$ cat config.mk
export PLATFORM = sky130hd
export DESIGN_NAME = wb_mem_preloader
export DESIGN_NICKNAME = d
export VERILOG_FILES = /design/src/rtl/mem_preloader_pkg.sv /design/src/rtl/mem_preloader_wb_wr.sv /design/src/rtl/wb_mem_preloader.sv
export SDC_FILE = /design/constraint.sdc
export NUM_CORES = 1
export LEC_CHECK = 0
export ABC_AREA = 1
export BUFFER_PORTS_ARGS = -buffer_cell sky130_fd_sc_hd__buf_2
export CORE_MARGIN = 4
export CORE_UTILIZATION = 55
export DETAILED_ROUTE_END_ITERATION = 10
export GPL_TIMING_DRIVEN = 1
export PLACE_DENSITY = 0.9
export REMOVE_ABC_BUFFERS = 1
export SYNTH_ARGS = -nofsm -noshare
export SYNTH_HDL_FRONTEND = slang
export SYNTH_HIERARCHICAL = 1
export SYNTH_SLANG_ARGS = --single-unit
$ cat constraint.sdc
create_clock -name wb_clk_i -period 5 [get_ports wb_clk_i]
set_input_delay 0.75 -clock wb_clk_i [delete_from_list [all_inputs] [get_ports wb_clk_i]]
set_output_delay 0.75 -clock wb_clk_i [all_outputs]
set_load 0.005 [all_outputs]
$ cat src/rtl/mem_preloader_pkg.sv
// Shared types and helpers for the boot-time memory preloader.
// The optional clear phase is selected with the MEM_PRELOADER_CLEAR_EN macro.
package mem_preloader_pkg;

  localparam int unsigned HOLD_CNT_W = 8;

  typedef enum logic [2:0] {
    ST_HOLD,
    ST_CLEAR,
    ST_LOAD_WAIT,
    ST_LOAD_WR,
    ST_DONE,
    ST_ERROR
  } state_e;

  function automatic int unsigned BYTES_PER_WORD(input int unsigned dw);
    return dw / 8;
  endfunction

endpackage

$ cat src/rtl/mem_preloader_wb_wr.sv
// Single classic Wishbone write engine: one write per start, cyc/stb/we drop
// for at least one cycle after every termination. Termination pulses are combinational.
module mem_preloader_wb_wr
  import mem_preloader_pkg::*;
#(
  parameter int unsigned   DW      = 32,
  parameter int unsigned   AW      = 32,
  parameter logic [AW-1:0] RST_ADR = '0
) (
  input  logic                          clk_i,
  input  logic                          rst_i,
  input  logic                          start_i,
  input  logic [AW-1:0]                 adr_i,
  input  logic [DW-1:0]                 dat_i,
  output logic                          busy_o,
  output logic                          ack_c_o,
  output logic                          err_c_o,
  output logic                          wb_cyc_o,
  output logic                          wb_stb_o,
  output logic                          wb_we_o,
  output logic [AW-1:0]                 wb_adr_o,
  output logic [DW-1:0]                 wb_dat_o,
  output logic [BYTES_PER_WORD(DW)-1:0] wb_sel_o,
  input  logic                          wb_ack_i,
  input  logic                          wb_err_i
);

  logic          cyc_q, cyc_d;
  logic [AW-1:0] adr_q, adr_d;
  logic [DW-1:0] dat_q, dat_d;

  // A start is only taken while idle, so a new cycle always follows an idle cycle.
  always_comb begin
    cyc_d = cyc_q;
    adr_d = adr_q;
    dat_d = dat_q;
    if (cyc_q) begin
      if (wb_ack_i || wb_err_i) cyc_d = 1'b0;
    end else if (start_i) begin
      cyc_d = 1'b1;
      adr_d = adr_i;
      dat_d = dat_i;
    end
  end

  always_ff @(posedge clk_i or posedge rst_i) begin
    if (rst_i) begin
      cyc_q <= 1'b0;
      adr_q <= RST_ADR;
      dat_q <= '0;
    end else begin
      cyc_q <= cyc_d;
      adr_q <= adr_d;
      dat_q <= dat_d;
    end
  end

  // Slave terminations are only meaningful inside a cycle; err wins over ack.
  assign ack_c_o  = cyc_q & wb_ack_i & ~wb_err_i;
  assign err_c_o  = cyc_q & wb_err_i;
  assign busy_o   = cyc_q;
  assign wb_cyc_o = cyc_q;
  assign wb_stb_o = cyc_q;
  assign wb_we_o  = cyc_q;
  assign wb_adr_o = adr_q;
  assign wb_dat_o = dat_q;
  assign wb_sel_o = '1;

endmodule

$ cat src/rtl/wb_mem_preloader.sv
// Boot preloader: holds the CPU in reset, optionally clears RAM, streams the image
// into RAM over Wishbone, then releases the CPU. Clear phase: MEM_PRELOADER_CLEAR_EN.
module wb_mem_preloader
  import mem_preloader_pkg::*;
#(
  parameter int unsigned     DW        = 32,
  parameter int unsigned     AW        = 32,
  parameter longint unsigned MEM_SIZE  = 64'h0200_0000,
  parameter longint unsigned BASE_ADDR = 64'h0,
  parameter int unsigned     RST_HOLD  = 16,
  parameter logic [DW-1:0]   FILL      = '0
) (
  input  logic                          wb_clk_i,
  input  logic                          wb_rst_i,
  input  logic                          load_en_i,
  input  logic                          load_valid_i,
  output logic                          load_ready_o,
  input  logic [DW-1:0]                 load_data_i,
  input  logic                          load_last_i,
  output logic                          wb_cyc_o,
  output logic                          wb_stb_o,
  output logic                          wb_we_o,
  output logic [AW-1:0]                 wb_adr_o,
  output logic [DW-1:0]                 wb_dat_o,
  output logic [BYTES_PER_WORD(DW)-1:0] wb_sel_o,
  input  logic                          wb_ack_i,
  input  logic                          wb_err_i,
  output logic                          cpu_rst_o,
  output logic                          done_o,
  output logic                          err_o,
  output logic [AW-1:0]                 words_o
);

  localparam int unsigned             BPW       = BYTES_PER_WORD(DW);
  localparam logic [AW-1:0]           BASE_A    = AW'(BASE_ADDR);
  localparam logic [AW-1:0]           STEP      = AW'(BPW);
  localparam logic [AW-1:0]           MEM_A     = AW'(MEM_SIZE);
  localparam logic [HOLD_CNT_W-1:0]   HOLD_LAST = HOLD_CNT_W'(RST_HOLD - 1);

  if (!(DW == 32 || DW == 64)) begin : g_bad_dw
    $error("wb_mem_preloader: DW must be 32 or 64");
  end
  if ((MEM_SIZE % BPW) != 0 || MEM_SIZE == 0) begin : g_bad_mem
    $error("wb_mem_preloader: MEM_SIZE must be a non-zero multiple of DW/8");
  end
  if (RST_HOLD < 1 || RST_HOLD > 255) begin : g_bad_hold
    $error("wb_mem_preloader: RST_HOLD must be in 1..255");
  end
  if (AW < 64) begin : g_chk_span
    if ((BASE_ADDR + MEM_SIZE) > (64'd1 << AW)) begin : g_bad_span
      $error("wb_mem_preloader: BASE_ADDR+MEM_SIZE exceeds the address space");
    end
  end

  state_e                  state_q, state_d;
  logic [HOLD_CNT_W-1:0]   hold_cnt_q, hold_cnt_d;
  logic [AW-1:0]           words_q, words_d;
  logic [AW-1:0]           off_q, off_d;
  logic                    last_q, last_d;
  logic                    first_q, first_d;
  logic                    cpu_rst_q, cpu_rst_d;
  logic                    done_q, done_d;
  logic                    err_q, err_d;
`ifdef MEM_PRELOADER_CLEAR_EN
  localparam logic [AW-1:0] LAST_OFF = AW'(MEM_SIZE - longint'(BPW));
  logic [AW-1:0]           clr_off_q, clr_off_d;
`endif

  logic                    load_ready_c;
  logic                    wr_start, wr_busy, wr_ack, wr_err;
  logic [AW-1:0]           wr_adr;
  logic [DW-1:0]           wr_dat;

  // Next-state, counters and write requests.
  always_comb begin
    state_d      = state_q;
    hold_cnt_d   = hold_cnt_q;
    words_d      = words_q;
    off_d        = off_q;
    last_d       = last_q;
    first_d      = first_q;
    load_ready_c = 1'b0;
    wr_start     = 1'b0;
    wr_adr       = BASE_A + off_q;
    wr_dat       = FILL;
`ifdef MEM_PRELOADER_CLEAR_EN
    clr_off_d    = clr_off_q;
`endif
    case (state_q)
      ST_HOLD: begin
        hold_cnt_d = hold_cnt_q + HOLD_CNT_W'(1);
        if (hold_cnt_q == HOLD_LAST) begin
`ifdef MEM_PRELOADER_CLEAR_EN
          state_d = ST_CLEAR;
`else
          state_d = ST_LOAD_WAIT;
`endif
        end
      end
`ifdef MEM_PRELOADER_CLEAR_EN
      ST_CLEAR: begin
        wr_adr   = BASE_A + clr_off_q;
        wr_start = ~wr_busy;
        if (wr_err) begin
          state_d = ST_ERROR;
        end else if (wr_ack) begin
          if (clr_off_q == LAST_OFF) state_d = ST_LOAD_WAIT;
          else                       clr_off_d = clr_off_q + STEP;
        end
      end
`endif
      ST_LOAD_WAIT: begin
        // load_en_i only matters on the first cycle of the load phase.
        first_d = 1'b0;
        if (first_q && !load_en_i) begin
          state_d = ST_DONE;
        end else if (!wr_busy) begin
          load_ready_c = 1'b1;
          if (load_valid_i) begin
            if (off_q == MEM_A) begin
              state_d = ST_ERROR;
            end else begin
              last_d   = load_last_i;
              wr_start = 1'b1;
              wr_dat   = load_data_i;
              state_d  = ST_LOAD_WR;
            end
          end
        end
      end
      ST_LOAD_WR: begin
        if (wr_err) begin
          state_d = ST_ERROR;
        end else if (wr_ack) begin
          words_d = words_q + AW'(1);
          off_d   = off_q + STEP;
          state_d = last_q ? ST_DONE : ST_LOAD_WAIT;
        end
      end
      ST_DONE:  state_d = ST_DONE;
      ST_ERROR: state_d = ST_ERROR;
      default:  state_d = ST_ERROR;
    endcase
    done_d    = (state_d == ST_DONE);
    err_d     = (state_d == ST_ERROR);
    cpu_rst_d = ~done_d;
  end

  always_ff @(posedge wb_clk_i or posedge wb_rst_i) begin
    if (wb_rst_i) begin
      state_q    <= ST_HOLD;
      hold_cnt_q <= '0;
      words_q    <= '0;
      off_q      <= '0;
      last_q     <= 1'b0;
      first_q    <= 1'b1;
      cpu_rst_q  <= 1'b1;
      done_q     <= 1'b0;
      err_q      <= 1'b0;
`ifdef MEM_PRELOADER_CLEAR_EN
      clr_off_q  <= '0;
`endif
    end else begin
      state_q    <= state_d;
      hold_cnt_q <= hold_cnt_d;
      words_q    <= words_d;
      off_q      <= off_d;
      last_q     <= last_d;
      first_q    <= first_d;
      cpu_rst_q  <= cpu_rst_d;
      done_q     <= done_d;
      err_q      <= err_d;
`ifdef MEM_PRELOADER_CLEAR_EN
      clr_off_q  <= clr_off_d;
`endif
    end
  end

  mem_preloader_wb_wr #(
    .DW      (DW),
    .AW      (AW),
    .RST_ADR (BASE_A)
  ) u_wr (
    .clk_i    (wb_clk_i),
    .rst_i    (wb_rst_i),
    .start_i  (wr_start),
    .adr_i    (wr_adr),
    .dat_i    (wr_dat),
    .busy_o   (wr_busy),
    .ack_c_o  (wr_ack),
    .err_c_o  (wr_err),
    .wb_cyc_o (wb_cyc_o),
    .wb_stb_o (wb_stb_o),
    .wb_we_o  (wb_we_o),
    .wb_adr_o (wb_adr_o),
    .wb_dat_o (wb_dat_o),
    .wb_sel_o (wb_sel_o),
    .wb_ack_i (wb_ack_i),
    .wb_err_i (wb_err_i)
  );

  assign load_ready_o = load_ready_c;
  assign cpu_rst_o    = cpu_rst_q;
  assign done_o       = done_q;
  assign err_o        = err_q;
  assign words_o      = words_q;

endmodule

==> reports/metrics.cfg <==
[route]
routedWlPerCell_um = 13.2
first_iter_violations = 324
routed_wl_um = 16700
drc = 0
via_count = 6269
firstDrtPassIters = 5
routed_via_density = 4.96
ant_nets = 0

[hold_path]
min_path_type = reg -> reg

[clock_tree]
cts_setup_buffers = 0
cts_hold_buf = 0
clkTransAtPathRegs_ns = 0.06
cts_resized = 0
clk_path_buf_depth = 2
h-tree-depth = 4
cts_root_buf = clkbuf_16
clock_latency_ns = 0.42
cts_tree = done
cts.sinks = 143
cts_made_buffers = 17

[sta]
finalHoldViolCount = 0
worst_pin_slew_ns = 1.17
fmax_ghz = 0.362
setup_tns_ns = 0
layout_setup_ws_ns = 2.24
final_max_slew_viol_count = 0
finalSetupViolCount = 0
finClkSkew_ns = 0.00725
rsz0062_at_grt = false
whs_ns = 0.464
slew_headroom_pct = 21.6
finalCritPeriodShare_pct = 55.3
period_needed_ns = 2.76

[worst_setup_path]
path_common_cell = nand2_1
max_stage_delay_ns = 0.95
start_kind = register
crit_slowest_cell = nand2_2
critical_path.max_fanout = 65
crit_required_ns = 5.30
crit_chain = inv_2 > nand2_2 > nand2_1 > nand2_1
cp.arrival_ns = 3.06
worst-setup-path-type = reg -> reg
end_kind = register

[synthesis]
synth_warnings = 6
syn_inst = 941
ys_ff_latch = 143
seq_area_frac_synth_pct = 48.5
synth_area_um2 = 7380
syn_avg_cell_area_um2 = 7.84
ys_types = 32

[die]
initial_utilization_pct = 56.0
floorplan.rows = 42
core-area_um2 = 13200
design.die.area_um2 = 15300
die_width_um = 124
die_h_um = 124
boundaryPins = 146

[power_and_ir_drop]
vdd_drop_max_uv = 164
p_leak_nw = 4.87
p_per_area_nw_per_um2 = 273
p_total_mw = 2.36

[cells_and_area]
drive_gt1_share_pct = 22.0
final_common_cell = nand2_1
multiInputGateArea_um2 = 3090
final_nets = 1118
regArea_um2 = 3580
final_cell_mix = nand2_1 (302), dfrtp_1 (141), buf_2 (141)
fin_cells = 1265
fillers = 1102
area_growth_pct = 17.0

[place]
dpl.hpwl_um = 11700
portBuffers = 141
dp.cells = 1232
gp_congestion = 0.937
dp_slack_ns = 2.21

[job]
maxCapViolCount = 0

[grt]
grt_pass1_vias = 5976
grt_max_degree = 66
grt_antenna_before_repair = 0
grt_overflow = 0
grt_pass1_wl_um = 27100
grt_usage_pct = 22.2

[status]
status = finished, final reports clean

## final cells by class
class | instances | share of cell area, %
tap | 176 | 2.55
multi-input combinational | 646 | 35.8
sequential | 143 | 41.5
clock inverter | 12 | 1.01
clock buffer | 20 | 5.29
inverter | 122 | 5.30
timing repair buffer | 145 | 8.52
antenna | 1 | 0.0290
## layer usage
| metal | GRT usage, % | vias up | routed length [um] |
|---|---|---|---|
| met1 | 27.7 | 2894 | 6950 |
| met4 | 9.55 | 0 | 397 |
| met5 | 0 | - | 0 |
| met3 | 5.22 | 35 | 1140 |
| met2 | 37.1 | 187 | 8200 |
| li1 | - | 3153 | - |
## where the power goes
group	switching (mW)	internal (mW)	leakage, nW	total [mW]
Clock	0.491	0.660	0.255	1.15
Sequential	0	1.16	1.84	1.16
Combinational	0.0336	0.0140	2.78	0.0476
## stage by stage
stage               instance area, um^2  util (%)
CTS                                8630      65.5
finish                             8640      65.5
global placement                   8090      61.3
global route                       8630      65.5
floorplan                          7130         -
detailed placement                 8090      61.3
## registers in the layout, indices dropped and copies added, names as in the netlist
name	cells
state_q	3
u_wr/wb_adr_o	32
last_q	1
words_o	32
first_q	1
hold_cnt_q	8
off_q	30
cpu_rst_o	1
u_wr/busy_o	1
done_o	1
u_wr/wb_dat_o	32
err_o	1
## logic make-up after synthesis
kind of cell | after synthesis | synth area share (%)
adders and majority gates | 4 | 0.678
and+or+nand+nor | 569 | 33.9
buffers and inverters | 156 | 9.76
DFF | 143 | 48.5
xor gates and xnor gates | 47 | 5.58
AOI/OAI and AO/OA | 19 | 1.31
other | 2 | 0.102
muxes | 1 | 0.153
## synthesized netlist by cell type
library cell  count  share of area, %
nand2_2           3              0.25
nor4_2            1              0.17
nand3_1          99               6.7
inv_2             4              0.20
buf_4            11               1.1
nor3_1           23               1.6
ha_1              4              0.68
nor2_1           80               4.1
buf_8             1              0.20
a21oi_1           4              0.27
or2_2             1             0.085
dfrtp_1         141                48
nand3b_1          3              0.31
nand2_1         302                15
xor2_1           36               4.3
o22ai_1           1             0.085
nor2_2           40               3.4
or2_1             1             0.085
o21ai_0          10              0.68
conb_1            2              0.10
dfstp_2           2              0.71
o21ai_1           4              0.27
buf_2            12              0.81
nand3_4           1              0.24
buf_6             9               1.4
mux2_2            1              0.15
inv_1           118               6.0
nand4_1           8              0.68
nor2_4            3              0.46
nor3_2            4              0.54
clkbuf_1          1             0.051
xnor2_1          11               1.3
## path summary, 6_finish.rpt
| kind | from | end | slack, ns | cells past startpoint |
|---|---|---|---|---|
| max in group asynchronous | wb_rst_i | cpu_rst_o | 3.47 | 3 |
| worst max register to register | u_wr/busy_o | u_wr/wb_dat_o[14] | 2.24 | 4 |
| min in group asynchronous | wb_rst_i | off_q[20] | 0.51 | 2 |
| worst max-delay path | u_wr/busy_o | u_wr/wb_dat_o[14] | 2.24 | 4 |
| worst min-delay path | u_wr/wb_adr_o[11] | u_wr/wb_adr_o[11] | 0.46 | 2 |
| worst min register to register | u_wr/wb_adr_o[11] | u_wr/wb_adr_o[11] | 0.46 | 2 |
## worst max-delay path, delay by kind of cell (launching register included)
| kind | cells | cell delay, ns |
|---|---|---|
| DFF | 1 | 0.48 |
| buffers and inverters | 1 | 0.78 |
| and+or+nand+nor | 3 | 1.33 |
No activity file was read; power rests on OpenSTA's default activity.
